`config.mk`:
```
export PLATFORM = sky130hd
export DESIGN_NAME = piso
export DESIGN_NICKNAME = d
export VERILOG_FILES = /design/src/rtl/piso.sv
export SDC_FILE = /design/constraint.sdc
export NUM_CORES = 1
export LEC_CHECK = 0
export CORE_AREA = 3 3 40 42
export DETAILED_ROUTE_END_ITERATION = 8
export DIE_AREA = 0 0 43 45
export PLACE_DENSITY = 0.49
export SETUP_SLACK_MARGIN = 0.5
export SLEW_MARGIN = 15
export SYNTH_ARGS = -nofsm -noshare
export SYNTH_HDL_FRONTEND = slang
export SYNTH_SLANG_ARGS = --single-unit
```
`constraint.sdc`:
```
create_clock -name clk -period 1.19 [get_ports clk]
set_input_delay 0.238 -clock clk [delete_from_list [all_inputs] [get_ports clk]]
set_output_delay 0.238 -clock clk [all_outputs]
set_load 0.02 [all_outputs]
```
`src/rtl/piso.sv`:
```
// Parallel-in, serial-out shift register with side-band valid.
// Load wins over shift; zeros fill in behind the word.
module piso #(
  parameter int WIDTH     = 4,
  parameter bit MSB_FIRST = 1'b1
) (
  input  logic             clk,
  input  logic             rst,
  input  logic [WIDTH-1:0] d,
  input  logic             load,
  output logic             q,
  output logic             valid
);

  localparam int CW = $clog2(WIDTH + 1);

  logic [WIDTH-1:0] sreg;
  logic [WIDTH-1:0] sreg_nx;
  logic [CW-1:0]    cnt;
  logic [CW-1:0]    cnt_nx;

  always_comb begin
    sreg_nx = sreg;
    cnt_nx  = cnt;
    if (load) begin
      sreg_nx = d;
      cnt_nx  = CW'(WIDTH);
    end else begin
      if (MSB_FIRST) begin
        sreg_nx = {sreg[WIDTH-2:0], 1'b0};
      end else begin
        sreg_nx = {1'b0, sreg[WIDTH-1:1]};
      end
      if (cnt != '0) begin
        cnt_nx = cnt - CW'(1);
      end
    end
  end

  always_ff @(posedge clk or negedge rst) begin
    if (!rst) begin
      sreg <= '0;
      cnt  <= '0;
    end else begin
      sreg <= sreg_nx;
      cnt  <= cnt_nx;
    end
  end

  // first bit is visible straight after the loading edge
  assign q     = MSB_FIRST ? sreg[WIDTH-1] : sreg[0];
  assign valid = (cnt != '0);

endmodule

```
=== After elaboration in Yosys (flattened, before gate mapping) ===
Index checks and enable logic that the tools add are counted.

* Register bits after elaboration: 7

* Add/sub/neg operators: 1
* Mux-type cells: 3
* Reductions and logical operators: 2

{| class="wikitable"
|+ Operators with widths
! cell !! count
|-
| two-way mux 3 bit || 2
|-
| two-way mux 4 bit || 1
|-
| nonzero test 3 bit || 1
|-
| subtractor 3 x 1 -> 3 bit, second input constant || 1
|-
| nonzero test 2 bit || 1
|}

=== Longest topological paths before layout ===
Gate-level depths: netlist of the first run.

* Depth in word-level cells: 3
* Depth in mapped cells: 4
* Depth with buffers taken out: 4

=== Worst setup path before layout of the first run ===
No wires, ideal clock.

* Kind: register -> register
* Start: register cnt[0]
* End: register cnt[0]
* Setup time: 0.125 ns
* Arrival: 1.040 ns
* Setup slack: 0.025 ns
* Cell stages (with the launch flop): 5
* Path buffers: 0
* Period minus slack after synthesis: 1.165 ns
* Cells stage by stage: dfrtp_1 > inv_1 > ha_1 > nand2b_4 > mux2_4

{| class="wikitable"
|+ RTL lines
! item !! line !! source
|-
| from (decl) || 19 || <nowiki>logic [CW-1:0] cnt;</nowiki>
|-
| from (signal assigned) || 46 || <nowiki>cnt <= cnt_nx;</nowiki>
|-
| nonzero test 3 bit || - ||
|-
| via valid || 12 || <nowiki>output logic valid</nowiki>
|-
| nonzero test 2 bit (no line) || - ||
|}

The timed path passes the listed nets, and every way through them passes these cells. The select of a mux whose other input is x is not followed.
A chain may end at the register's enable or synchronous reset.

=== Worst setup path in the final report of the first run ===
* Start: register cnt[1]
* End: register cnt[2]

* Longest elaborated chain between the ends: 3

{| class="wikitable"
|+ RTL lines
! item !! line !! source
|-
| subtractor 3 x 1 -> 3 bit || 35 || <nowiki>cnt_nx = cnt - CW'(1);</nowiki>
|-
| two-way mux 3 bit || 34 || <nowiki>if (cnt != '0) begin</nowiki>
|-
| two-way mux 3 bit || 25 || <nowiki>if (load) begin</nowiki>
|}

Several ways; a longest one is shown, not always the timed one. The select of a mux whose other input is x is not followed.

==> results of run 1 <==
==> cells in the final DEF (no fill, tap or decap), drive strengths merged <==
cell type      instances
a211o                  1
a211oi                 1
and2                   1
buf                   16
clkbuf                 4
clkdlybuf4s15          1
clkdlybuf4s50          2
dfrtp                  7
dlygate4sd2            3
ha                     2
inv                    2
mux2                   4
nand2b                 1
nor2                   2
nor2b                  2
nor3b                  1
==> per-layer routing <==
metal / part of all wire [%] / vias to the layer above / track usage (%)
met5: 0 / - / 0
met4: 0 / 0 / 1.81
met3: 5.9 / 0 / 6.37
met2: 60 / 9 / 19.8
met1: 34 / 146 / 9.88
li1: - / 131 / -
==> worst max-delay path, cell delays in order (launching register included) <==
cell     delay [ns]
dfrtp_1        0.38
inv_2          0.07
buf_4          0.13
buf_4          0.12
buf_6          0.11
ha_4           0.14
a211o_1        0.25
==> power by group through the flow <==
stage / logic [W] / registers (W) / clock network [W]
3_3_place_gp: 0.000444 / 0.000321 / 0
6_report: 0.000692 / 0.000327 / 0.000217
5_1_grt: 0.000756 / 0.000329 / 0.000251
2_1_floorplan: 0.000250 / 0.000324 / 0
3_5_place_dp: 0.000463 / 0.000322 / 0
4_1_cts: 0.000594 / 0.000320 / 0.000226
==> cell families after synthesis <==
group | count (synthesis)
simple gates | 7
flops | 7
mux | 4
buf+inv | 3
compound gates | 2
fa+ha+maj | 2
==> timing repair <==
action                     in CTS  in global routing
gates cloned                    0                  0
buffers inserted                3                  3
setup endpoints to repair       9                  8
gates resized for setup        24                  1
pin swaps                       3                  1
hold buffers                    0                  0
==> through the flow <==
stage	std cells	TNS [ns]	setup slack (ns)	util [%]	instance area [µm²]
finish	65	-0.269	-0.124	47.7	613
global route	65	-0.384	-0.162	47.7	613
CTS	62	-0.128	-0.106	45.5	584
detailed placement	55	-0.647	-0.271	39.1	503
global placement	55	-0.614	-0.272	39.1	503
floorplan	25	0	0.102	-	359
==> path summary, 6_finish.rpt <==
kind / to / start
max: cnt[2]$_DFFE_PN0P_ / cnt[1]$_DFFE_PN0P_
min: sreg[1]$_DFF_PN0_ / rst
max reg2reg: cnt[2]$_DFFE_PN0P_ / cnt[1]$_DFFE_PN0P_
min reg2reg: sreg[3]$_DFF_PN0_ / sreg[2]$_DFF_PN0_
max in group asynchronous: sreg[2]$_DFF_PN0_ / rst
min in group clk: sreg[1]$_DFF_PN0_ / d[1]
==> sequential cells by signal, summed over array words and instances, names as in the netlist <==
name,flops
sreg,4
cnt,3
==> cell type report <==
class	instances	area [µm²]
Tap cell	15	18.8
Inverter	2	7.51
Clock buffer	4	26.3
Fill cell	128	672
Multi-Input combinational cell	15	190
Timing Repair Buffer	22	195
Sequential cell	7	175
==> qor.yml, run 1 <==
clock_tree:
  clkTransAtPathRegs_ns: 0.05
  h-tree-depth: 1
  clockRootBuffer: "clkbuf_4"
  cts_tree: "done"
  clock_path_buffers: 2
  numCtsBuffers: 3
  insertion_delay_ns: 0.25
  clkSinkCount: 7
floorplanning:
  die_h_um: 45
  start_util_pct: 25.8
  dieArea_mm2: 0.00194
  die_x_um: 43
  rows: 13
  core_area_mm2: 0.00128
  io_pins: 9
power:
  p_sw_w: 0.000384
  p_leak_nw: 0.297
  p_seq_share_pct: 26.4
  p_comb_share_pct: 56.0
  peakVddDrop_v: 0.000970
  p_total_w: 0.00124
  switching_share_pct: 31.1
  p_int_w: 0.000851
  clockPowerShare_pct: 17.5
  powerDensity_mw_per_mm2: 2010
worst_setup_path:
  reg2reg_slack_ns: -0.12
  cp_max_fo: 2
  startpoint_type: "flip-flop"
  required_ns: 1.32
  arrival_ns: 1.45
  end_kind: "flip-flop"
  worstSetupPathType: "reg -> reg"
  rr_worst_depth: 6
routing:
  drtPass1Iterations: 4
  wl_um: 858
  vias_per_cell: 4.40
  drc: 0
  detail-route-antenna-nets: 0
  dr.first_iter.drc_count: 2
  wl_per_cell_um: 13.2
  vias: 286
timing:
  finalWorstSetupSlack_ns: -0.124
  slew_headroom_pct: 78.5
  worst_pin_slew_ns: 0.321
  rsz0062_at_grt: "true"
  fmax_ghz: 0.761
  finClkSkew_ns: 0.000720
  whs_ns: 0.248
  min_period_ns: 1.31
  drv_slew: 0
  finalHoldViolCount: 0
  setup_viol: 3
  post-route-period-util_pct: 110
global_route:
  grt_overflow: 0
  antenna_found_initial: 0
  grtUsageTotal_pct: 10.5
  grt_pass1_vias: 344
  grt_first_pass_wirelength_mm: 1.45
  grt_start_max_net_pins: 8
synthesis:
  ys_seq_area_share_pct: 52.8
  yosys.area_share.adder_pct: 7.55
  synth_compound_area_share_pct: 4.91
  ys_ff_latch: 7
  synth_top_family_by_area: "multiplexers"
  synthArstFlopShare_pct: 100
  synth_area_um2: 332
  synth.net_count: 34
  synthTopCellsByArea: "dfrtp_1, mux2_4, ha_1, mux2_2, nand2b_4"
  synth.top_cell.area_share_pct: 52.8
  synth_edf_count: 0
  yosysTopAreaCell: "dfrtp_1"
  synth_top_flop_cell: "dfrtp_1"
  synth_mux_area_share_pct: 15.8
  yosysMostFrequentCell: "dfrtp_1"
  yosys_warnings: 0
  synth-simple-area-share_pct: 14.3
  synth.distinct_cells: 13
  netlist_instances: 25
  synth-xor-area-share_pct: 0
  avgSynthCellArea_um2: 13.3
job:
  maxCapViolCount: 0
placement:
  dp_hpwl_um: 533
  io_buffers: 8
  gp_congestion: 0.754
run_status:
  status: "complete, but fails checks"
  violations: "setup timing"
cells_and_area:
  layout-area-overhead-vs-synth_pct: 84.9
  diodes: 0
  drive_above_1_share_pct: 60.0
  num-nets-final: 60
hold_path:
  holdCritPathClass: "in -> async"
Power figures use the tool's default switching activity.
==> run 2, diff against run 1 <==
ABC_AREA = 1   (was unset)
PLACE_DENSITY = 0.46   (was 0.49)
clock period = 1.6 ns   (was 1.19 ns; I/O delays follow)
==> run 2 against run 1 <==
  * The flow now finishes without violations
  * Non-clock buffer count is 7 lower
  * Clock skew is 0.0060 ns higher
  * Sequential cell count stayed put
  * Design area is 15% lower
  * Worst setup slack better by 0.36 ns
  * Highest routed layer unchanged
  * Power is 37% lower
  * Core utilization is 7.3 points lower
  * Clock-buffer cell count stayed put
  * Largest cell class is now sequential cells
  * Final cell count is 9.2% higher
  * Sequential power is 28% lower
  * Routed wire length is 18% lower
==> qor.yml, run 2 <==
run_status:
  status: "finished clean"
routing:
  wl_um: 707
  drc: 0
  wl_per_cell_um: 9.96
  detail-route-antenna-nets: 0
  dr.first_iter.drc_count: 3
  vias_per_cell: 4.23
  drtPass1Iterations: 3
  vias: 300
floorplanning:
  start_util_pct: 24.3
  die_x_um: 43
  io_pins: 9
  core_area_mm2: 0.00128
  die_h_um: 45
  rows: 13
  dieArea_mm2: 0.00194
worst_setup_path:
  worstSetupPathType: "reg -> out"
  crit_start: "cnt[0]$_DFFE_PN0P_"
  startpoint_type: "flip-flop"
  arrival_ns: 1.05
  cp_max_fo: 2
  reg2reg_from: "cnt[0]$_DFFE_PN0P_"
  end_kind: "output port"
  required_ns: 1.28
cells_and_area:
  mostFrequentLayoutCell: "nand2_1"
  layout_common_cells: "nand2_1, dfrtp_1, buf_4"
  fillers: 136
  design_area_um2: 519
  diodes: 0
  num-nets-final: 66
  layout-area-overhead-vs-synth_pct: 66.0
  largest_reg_flops: 4
  top_register: "sreg"
  top_regs: "sreg: 4 flops, cnt: 3 flops"
  drive_above_1_share_pct: 30.4
synthesis:
  synth.top_cell.area_share_pct: 56.0
  yosys_warnings: 0
  synth_top_flop_cell: "dfrtp_1"
  yosysTopAreaCell: "dfrtp_1"
  synth.distinct_cells: 8
  ys_seq_area_share_pct: 56.0
  netlist_instances: 37
  yosysMostFrequentCell: "nand2_1"
  synth_edf_count: 0
  synth.net_count: 46
  avgSynthCellArea_um2: 8.45
  synth_area_um2: 313
  synthArstFlopShare_pct: 100
  synth_common_cells: "nand2_1, dfrtp_1, inv_1, nor2_1"
  synthTopCellsByArea: "dfrtp_1, nand2_1, ha_1, inv_1, nand4_1"
  ys_ff_latch: 7
power:
  peakVddDrop_v: 0.000621
  powerDensity_mw_per_mm2: 1490
  p_leak_nw: 0.285
global_route:
  grt_start_max_net_pins: 8
  grt_overflow: 0
  grtUsageTotal_pct: 8.66
  grt_first_pass_wirelength_mm: 1.13
  grt_pass1_vias: 266
  antenna_found_initial: 0
clock_tree:
  numCtsBuffers: 3
  h-tree-depth: 1
  clockRootBuffer: "clkbuf_4"
  clkTransAtPathRegs_ns: 0.06
  insertion_delay_ns: 0.25
  clkSinkCount: 7
  cts_tree: "done"
  clock_path_buffers: 2
timing:
  rsz0062_at_grt: "true"
  finalHoldViolCount: 0
  post-route-period-util_pct: 85.4
  fmax_ghz: 0.732
  whs_ns: 0.330
  slew_headroom_pct: 77.8
  min_period_ns: 1.37
  worst_pin_slew_ns: 0.331
  drv_slew: 0
  setup_viol: 0
  finClkSkew_ns: 0.00668
placement:
  dp_hpwl_um: 483
  place_area_um2: 429
  io_buffers: 8
  gp_congestion: 0.739
job:
  maxCapViolCount: 0
hold_path:
  holdCritPathClass: "in -> async"
==> run 2: cell types whose count changed in the layout (fill, tap and decap cells not counted), moves of 2 or more <==
cell,before,now
mux2_4,4,0
nand2_1,0,14
nor2b_1,2,0
nand4_1,0,2
clkdlybuf4s50_1,2,5
nand3_1,0,2
buf_4,11,6
inv_1,0,3
dlygate4sd2_1,3,0
buf_6,5,3
==> run 2: report_power, final <==
part / leakage, nW / switching, W / internal [W]
clock: 0.0150 / 0.0000673 / 0.0000953
sequential: 0.0858 / 0.0000202 / 0.000214
combinational: 0.184 / 0.000171 / 0.000206
total: 0.285 / 0.000258 / 0.000515
==> run 2: per-layer routing <==
metal,GRT usage (%),routed length (µm)
met5,0,0
met4,5.42,0
met3,5.98,46
met2,12.3,355
met1,9.41,304
==> run 2: logic make-up (layout without fill, tap and decap cells) <==
logic type                 after synthesis  after routing  synth area share [%]
and+or+nand+nor                         22             22                  28.8
DFF                                      7              7                  56.0
buffers and inverters                    6             25                  7.20
adders and majority gates                2              2                  8.00
==> run 2: worst paths after layout <==
check	to	slack [ns]	depth (start not counted)
setup reg to reg	cnt[1]$_DFFE_PN0P_	0.51	6
hold / removal	cnt[2]$_DFFE_PN0P_	0.33	1
setup / recovery	valid	0.23	4
hold reg to reg	sreg[3]$_DFF_PN0_	0.43	2
min in group clk	sreg[0]$_DFF_PN0_	0.42	3
max in group asynchronous	sreg[0]$_DFF_PN0_	1.02	1
==> run 2: through the flow <==
| stage | utilization (%) | instances | total power [W] | setup slack [ns] | setup TNS [ns] |
|---|---|---|---|---|---|
| 3_3_place_gp | 33.4 | 62 | 0.000457 | 0.0255 | 0 |
| 6_report | 40.4 | 71 | 0.000773 | 0.233 | 0 |
| 3_5_place_dp | 33.4 | 62 | 0.000474 | -0.00642 | -0.00642 |
| 2_1_floorplan | - | 37 | 0.000370 | 0.511 | 0 |
| 5_1_grt | 40.4 | 71 | 0.000845 | 0.183 | 0 |
| 4_1_cts | 38.3 | 69 | 0.000726 | 0.234 | 0 |
==> run 2: repair_timing <==
action / in CTS / in global routing
hold buffers: 0 / 0
setup buffers: 3 / 2
resized for setup: 15 / 4
endpoints found under the setup margin: 2 / 4
pin swaps: 1 / 2
==> run 2: worst max-delay path, cell delays in order (launching register included) <==
cell and delay [ns]:
dfrtp_1 0.38, inv_2 0.08, ha_4 0.15, nand2_4 0.05
buf_6 0.13
==> run 2: cell type report <==
type / instances / area [µm²] / share of cell area, %
Clock buffer: 4 / 26.3 / 5.06
Inverter: 6 / 22.5 / 4.34
Multi-Input combinational cell: 24 / 135 / 26.0
Sequential cell: 7 / 175 / 33.7
Tap cell: 15 / 18.8 / 3.61
Timing Repair Buffer: 15 / 141 / 27.2
